==> src/rtl/sd_resp_pkg.sv <==
// Shared types and constants for the virtual SD sector responder.
package sd_resp_pkg;

    localparam int unsigned SECTOR_WORDS = 256;
    localparam logic [7:0]  LAST_IDX     = 8'hFF;

    typedef enum logic [2:0] {
        IDLE,
        RD_FETCH,
        RD_PUSH,
        WR_ADDR,
        WR_CAP,
        WR_STORE,
        DONE
    } state_t;

endpackage

==> src/rtl/sd_sector_responder.sv <==
// Responder end of the core-side virtual SD sector protocol, moving one
// 256-word sector per request between the core buffer and a word store.
module sd_sector_responder
    import sd_resp_pkg::*;
#(
    parameter int unsigned LBA_BITS = 8,
    parameter int unsigned MEM_AW   = 16
) (
    input  logic              clk_sys,
    input  logic              reset,
    input  logic [31:0]       sd_lba,
    input  logic              sd_rd,
    input  logic              sd_wr,
    output logic              sd_ack,
    output logic [7:0]        sd_buff_addr,
    output logic [15:0]       sd_buff_dout,
    input  logic [15:0]       sd_buff_din,
    output logic              sd_buff_wr,
    input  logic              present,
    output logic [MEM_AW-1:0] mem_addr,
    output logic              mem_rd,
    output logic              mem_wr,
    output logic [15:0]       mem_din,
    input  logic [15:0]       mem_dout,
    input  logic              mem_ready
);

    localparam int unsigned IDX_W = $clog2(SECTOR_WORDS);

    state_t              state;
    logic [LBA_BITS-1:0] lba_q;
    logic [IDX_W-1:0]    idx;
    logic [IDX_W-1:0]    idx_nx;
    logic                idx_last;
    logic                armed;
    logic                unused_lba_hi;

    assign idx_nx        = idx + IDX_W'(1);
    assign idx_last      = (idx == IDX_W'(LAST_IDX));
    assign unused_lba_hi = ^sd_lba[31:LBA_BITS];

    // Single FSM; every output is a register updated on state transitions.
    always_ff @(posedge clk_sys or posedge reset) begin
        if (reset) begin
            state        <= IDLE;
            armed        <= 1'b1;
            lba_q        <= '0;
            idx          <= '0;
            sd_ack       <= 1'b0;
            sd_buff_addr <= 8'h00;
            sd_buff_dout <= 16'h0000;
            sd_buff_wr   <= 1'b0;
            mem_addr     <= '0;
            mem_rd       <= 1'b0;
            mem_wr       <= 1'b0;
            mem_din      <= 16'h0000;
        end else begin
            sd_buff_wr <= 1'b0;
            // Re-arm only once the request has been seen low, so a held level cannot retrigger.
            if (!sd_rd && !sd_wr) begin
                armed <= 1'b1;
            end

            case (state)
                IDLE: begin
                    if ((sd_rd || sd_wr) && armed) begin
                        armed  <= 1'b0;
                        lba_q  <= sd_lba[LBA_BITS-1:0];
                        idx    <= '0;
                        sd_ack <= 1'b1;
                        if (sd_rd) begin
                            state    <= RD_FETCH;
                            mem_rd   <= present;
                            mem_addr <= MEM_AW'({sd_lba[LBA_BITS-1:0], 8'h00});
                        end else begin
                            state        <= WR_ADDR;
                            sd_buff_addr <= 8'h00;
                        end
                    end
                end

                RD_FETCH: begin
                    if (!mem_rd || mem_ready) begin
                        mem_rd       <= 1'b0;
                        sd_buff_wr   <= 1'b1;
                        sd_buff_addr <= 8'(idx);
                        sd_buff_dout <= mem_rd ? mem_dout : 16'h0000;
                        state        <= RD_PUSH;
                    end
                end

                RD_PUSH: begin
                    if (idx_last) begin
                        sd_ack <= 1'b0;
                        state  <= DONE;
                    end else begin
                        idx      <= idx_nx;
                        mem_rd   <= present;
                        mem_addr <= MEM_AW'({lba_q, 8'(idx_nx)});
                        state    <= RD_FETCH;
                    end
                end

                WR_ADDR: begin
                    state <= WR_CAP;
                end

                WR_CAP: begin
                    if (present) begin
                        mem_wr   <= 1'b1;
                        mem_din  <= sd_buff_din;
                        mem_addr <= MEM_AW'({lba_q, 8'(idx)});
                        state    <= WR_STORE;
                    end else if (idx_last) begin
                        sd_ack <= 1'b0;
                        state  <= DONE;
                    end else begin
                        idx          <= idx_nx;
                        sd_buff_addr <= 8'(idx_nx);
                        state        <= WR_ADDR;
                    end
                end

                WR_STORE: begin
                    if (mem_ready) begin
                        mem_wr <= 1'b0;
                        if (idx_last) begin
                            sd_ack <= 1'b0;
                            state  <= DONE;
                        end else begin
                            idx          <= idx_nx;
                            sd_buff_addr <= 8'(idx_nx);
                            state        <= WR_ADDR;
                        end
                    end
                end

                DONE: begin
                    state <= IDLE;
                end

                default: begin
                    state <= IDLE;
                end
            endcase
        end
    end

endmodule
==> config.mk <==
export PLATFORM = sky130hd
export DESIGN_NAME = sd_sector_responder
export DESIGN_NICKNAME = d
export VERILOG_FILES = /design/src/rtl/sd_resp_pkg.sv /design/src/rtl/sd_sector_responder.sv
export SDC_FILE = /design/constraint.sdc
export NUM_CORES = 1
export LEC_CHECK = 0
export BUFFER_PORTS_ARGS = -buffer_cell sky130_fd_sc_hd__buf_2
export CORE_MARGIN = 2
export CORE_UTILIZATION = 30
export DETAILED_ROUTE_END_ITERATION = 8
export GPL_TIMING_DRIVEN = 0
export SYNTH_ARGS = -nofsm -noshare
export SYNTH_HDL_FRONTEND = slang
export SYNTH_SLANG_ARGS = --single-unit
==> constraint.sdc <==
create_clock -name clk_sys -period 3.65 [get_ports clk_sys]
set_clock_uncertainty 0.2 [all_clocks]
set_input_delay 0.73 -clock clk_sys [delete_from_list [all_inputs] [get_ports clk_sys]]
set_output_delay 0.73 -clock clk_sys [all_outputs]
set_load 0.01 [all_outputs]
Yosys cells after proc, flatten, opt, wreduce, memory -nomap -nowiden --
Index checks and enable logic that the tools add are counted.
Cells by class: add/sub/neg operators 1, multipliers 0, divide/modulo/power cells 0, $lt $le $gt $ge 0, equal/unequal tests 14, shift-type cells 0, multiplexer cells 44, bitwise operators 0, reduce and logical (&&, ||, !) cells 22
Operator list (count):
- 16-bit 2-to-1 mux | 5
- 8-bit 2-to-1 mux | 10
- 8-bit case mux with 4 select lines | 2
- 16-bit case mux with 3 select lines | 1
- 3-bit 2-to-1 mux | 6
- 3-bit case mux with 6 select lines | 1
- 2-bit inequality test (second input constant) | 8
- 1-bit 2-to-1 mux | 15
- 5-bit AND reduction | 2
- 8-bit by 1-bit adder with 8-bit output (second input constant) | 1
- 8-bit == test (second input constant) | 1
- 4-bit nonzero test | 2
- 3-bit by 2-bit == test with 1-bit output (second input constant) | 2
- 3-bit == test (second input constant) | 2
- 2-bit AND reduction | 3
- 3-bit AND reduction | 2
- 6-bit AND reduction | 1
- 3-bit nonzero test | 2
- 1-bit case mux with 4 select lines | 1
- 4-bit AND reduction | 1
- 3-bit by 1-bit == test with 1-bit output (second input constant) | 1
- 1-bit logical NOT | 3
- 3-bit logical NOT | 1
- 1-bit case mux with 3 select lines | 1
- other kinds (5) | 7
Word-level totals: register bits after elaboration 80, latch bits 0, bits in writable memories 0, bits in read-only memories 0, output and inout bits 60, memories 0

Depth between registers and ports, before layout --
depth after elaboration 5, depth in mapped cells 8, depth with buffers taken out 5

Least setup slack after synthesis --
OpenSTA, ideal clock, no wires.
path type input to register, from in sd_rd, to reg sd_buff_addr[0], library setup time 0.125 ns, data arrival time 1.907 ns, required time 3.325 ns, setup slack 1.418 ns, stages 5, path buffers 1, cells stage by stage o21a_1 > o22ai_4 > a211o_2 > buf_6 > mux2_4
Between the ends: cells in the longest elaborated chain, start to end 4
Ends and longest elaborated chain:
- from (decl) | RTL line sd_sector_responder.sv:12 | input logic sd_rd,
- 1-bit logical OR | RTL line sd_sector_responder.sv:66 | if ((sd_rd || sd_wr) && armed) begin
- 1-bit logical AND | RTL line sd_sector_responder.sv:66
- 2-bit inequality test (no line)
- 6-bit AND reduction (no line) *
- to (signal assigned) | RTL line sd_sector_responder.sv:86 | sd_buff_addr <= 8'(idx);
- to (signal assigned) | RTL line sd_sector_responder.sv:119 | sd_buff_addr <= 8'(idx_nx);
- to (signal assigned) | RTL line sd_sector_responder.sv:132 | sd_buff_addr <= 8'(idx_nx);
- to (decl) | RTL line sd_sector_responder.sv:15 | output logic [7:0] sd_buff_addr,
Every way passes the cells marked *; elsewhere a longest branch is shown, timed or not. A chain may end at the register's enable or synchronous reset.

Worst setup path in the final report --
from reg state[0], to reg mem_din[7]
Between the ends: cells in the longest elaborated chain, start to end 2
Ends and longest elaborated chain:
- from (decl) | RTL line sd_sector_responder.sv:30 | state_t state;
- from (signal assigned) | RTL line sd_sector_responder.sv:45 | state <= IDLE;
- from (signal assigned) | RTL line sd_sector_responder.sv:72 | state <= RD_FETCH;
- from (signal assigned) | RTL line sd_sector_responder.sv:76 | state <= WR_ADDR;
- 3-bit == test | RTL line sd_sector_responder.sv:64 | case (state)
- 2-bit AND reduction (no line)
- to (signal assigned) | RTL line sd_sector_responder.sv:111 | mem_din <= sd_buff_din;
- to (decl) | RTL line sd_sector_responder.sv:23 | output logic [15:0] mem_din,
No other way between the ends.

==> results.md <==
* Crit path DAT at 2.36 ns
* Row count at 42
* CP Cell Sequence: buf_6 > nor3b_1 > and2_1 > buf_4 > buf_6 > mux2_2
* Largest cells by area after synthesis: dfrtp_1 (49%), mux2_2 (11%), mux2_4 (6.3%), nand2_1 (3.9%), nand3_1 (3.0%)
* Worst-margin pin slew at 0.715 ns
* Post-layout min period at 2.34 ns
* Switching Fraction at 0.367
* Antenna Violating Nets Remaining at 0
* Total CTS buffers at 9
* Worst r2r dst: mem_din[7]$_DFFE_PP0P_
* Grt total ovfl at 0
* Synth Area per Inst at 11.2 µm²
* Placed cell count at 642
* FF-to-FF setup slack at 1.31 ns
* RR Startpoint: state[0]$_DFFE_PP0P_
* Nets at 548
* Max Cap Violations at 0
* Vias/cell at 4.95
* Vias in the first global route at 3339
* Clk_lat worst skew at 0.34 ns
* VDD IR-drop max at 0.398 mV
* Sequential share of power at 0.313
* Sequential fraction of the synthesis area at 0.495
* Final Hold Fails at 0
* Mapped Area at 4040 µm²
* Post-synth top area share at 0.489
* Post-CTS setup buffer count at 0
* Clk pwr share at 0.227
* Required time of the critical path at 3.67 ns
* Initial drt markers at 184
* Yosys warns at 0
* Layout area overhead at 27.2%
* Die ar. at 14400 µm²
* Int Power at 0.00269 W
* Status: completed
* Clock-pin slew on the worst setup and hold paths at 0.06 ns
* Max-slew violations at 0
* Die Ht at 120 µm
* RSZ-0062 raised after global routing: false
* Combinational fraction of design power at 0.460
* Ports at 130
* Initial antenna violation count at 0
* CP Launch Type: register
* Largest net degree at the start of global routing at 56
* Die Wd at 120 µm
* Starting density of the core at 0.307
* Psw at 0.00156 W
* F_max at 0.427 GHz
* CORE AREA at 13200 µm²
* Asr flop ratio synth at 1.00
* CP most frequent cell: buf_6
* CTS Hold Bufs at 0
* Max_slew headroom at 0.522
* Yosys cell types at 59
* Clk sink count at 80
* Post-Syn Nets at 431
* Tot GR Track Use at 0.145
* # H-tree levels at 3
* Final critical-path share of the clock period at 0.641
* Cells after Synth at 360
* PortBufs at 105
* Non-filler cells, final at 658
* Vias at 3254
* First-pass GRT wire length at 16600 µm
* Finish-stage setup viols at 0
* Leak at 2.45 nW
* Hold crit path type: input port to asynchronous set/reset pin
* WL/cell at 15.1 µm
* Top cell type by total area after synthesis: dfrtp_1
* DR pass1 iterations at 8
* EDFF count, synth at 0
* Worst setup EP type: register
* Placer Congestion at 0.898
* CTS root buffer: clkbuf_16
* R2R cell count at 6
* Seq cells post-synth at 80
* Power Dens Cells at 828 nW/µm²
* Crit path max-delay cell type: nor3b_1
* Total wire length at 9910 µm
* Max incr delay on CP at 0.61 ns
* Crit path max fanout at 10
* PostCTS Resize Cnt at 0
* CTS Buffer Depth at 2
* Design area at 5140 µm²
* Type of the worst setup path: register to register
* HPWL after detailed placement at 7170 µm
* DRC violations left at 0
* Ant diodes at 0
* CTS tree: built
* Ys flop type: dfrtp_1
* Dpl cell area at 4820 µm²
* Layout cells sized above 1 at 0.440
## power by group through the flow
stage               Clock, W  Sequential (W)  Combinational [W]
finish              0.000968         0.00133            0.00196
global route         0.00104         0.00137            0.00213
CTS                 0.000997         0.00133            0.00198
detailed placement         0         0.00134            0.00198
global placement           0         0.00133            0.00193
floorplan                  0         0.00142            0.00133
## state kept, by name, summed over array words and instances, names as in the netlist
signal,cells
idx,8
mem_addr,16
mem_rd,1
armed,1
mem_wr,1
sd_buff_addr,8
sd_buff_dout,16
sd_ack,1
mem_din,16
sd_buff_wr,1
state,3
lba_q,8
## worst max path at each step
stage | startpoint | end | slack [ns] | cells past startpoint
2_1_floorplan | reset | idx[0]$_DFFE_PP0P_ | 0.67 | 1
3_3_place_gp | reset | mem_din[2]$_DFFE_PP0P_ | -0.36 | 2
3_5_place_dp | present | mem_addr[8]$_DFFE_PP0P_ | 1.14 | 6
4_1_cts | state[0]$_DFFE_PP0P_ | mem_din[7]$_DFFE_PP0P_ | 1.25 | 6
5_1_grt | state[2]$_DFFE_PP0P_ | mem_rd$_DFFE_PP0P_ | 1.14 | 7
6_report | state[0]$_DFFE_PP0P_ | mem_din[7]$_DFFE_PP0P_ | 1.31 | 6
## final cells by class
| class | instances | area [µm²] |
|---|---|---|
| buffer | 27 | 166 |
| clock buffer | 11 | 243 |
| clock inverter | 5 | 80.1 |
| fill | 1322 | 8050 |
| inverter | 15 | 58.8 |
| multi-input combinational | 238 | 1820 |
| sequential | 80 | 2000 |
| tap | 176 | 220 |
| timing repair buffer | 106 | 553 |
## per-layer routing
metal / share of wire / up-vias / wire length [µm] / track usage
li1: - / 1536 / - / -
met3: 0.068 / 19 / 677 / 0.0428
met4: 0.021 / 0 / 206 / 0.0537
met1: 0.45 / 1587 / 4420 / 0.187
met5: 0 / - / 0 / 0
met2: 0.47 / 112 / 4610 / 0.232
## worst max-delay path, delay by kind of cell (launching register included)
kind	cells	cell delay (ns)
buf+inv	3	0.48
flops	1	0.38
simple gates	2	0.83
mux	1	0.34
## synthesized netlist by cell type (all sizes together) (2+ instances only)
library cell and instances:
a211oi 5, a21oi 8, a31oi 10, and2 2
and3 3, buf 19, clkbuf 8, dfrtp 79
inv 14, mux2 55, mux2i 3, nand2 43
nand3 25, nand4 2, nor2 6, nor2b 3
nor3 5, nor3b 3, o21a 2, o21ai 21
o22ai 8, o2bb2ai 2, o31ai 3, o32ai 6
or3 2, or3b 4
## per-stage QoR
stage	hold WS (ns)	utilization	worst slack, ns	setup TNS [ns]	total power (W)
floorplan	0.265	-	0.670	0	0.00275
global placement	0.251	0.363	-0.359	-28.01	0.00326
detailed placement	0.255	0.365	1.14	0	0.00332
CTS	0.161	0.390	1.25	0	0.00431
global route	0.186	0.390	1.14	0	0.00455
finish	0.160	0.390	1.31	0	0.00426
## layout by cell type (no fill, tap or decap), types with 10 or more instances in the layout
cell type,netlist,layout
buf_2,10,115
inv_1,14,13
mux2_4,17,17
o21ai_0,18,18
nand3_1,24,24
a31oi_1,10,10
nand2_1,42,42
mux2_2,38,38
dfrtp_1,79,79
## cells by family (layout without fill, tap and decap cells)
kind of cell	after synthesis	count (layout)	share of synthesized area
fa+ha+maj	1	1	0.00309
xor+xnor	1	1	0.00217
buf+inv	42	164	0.0551
simple gates	101	101	0.133
compound gates	77	77	0.135
flops	80	80	0.495
mux	58	58	0.176
No activity file was read; power rests on OpenSTA's default activity.
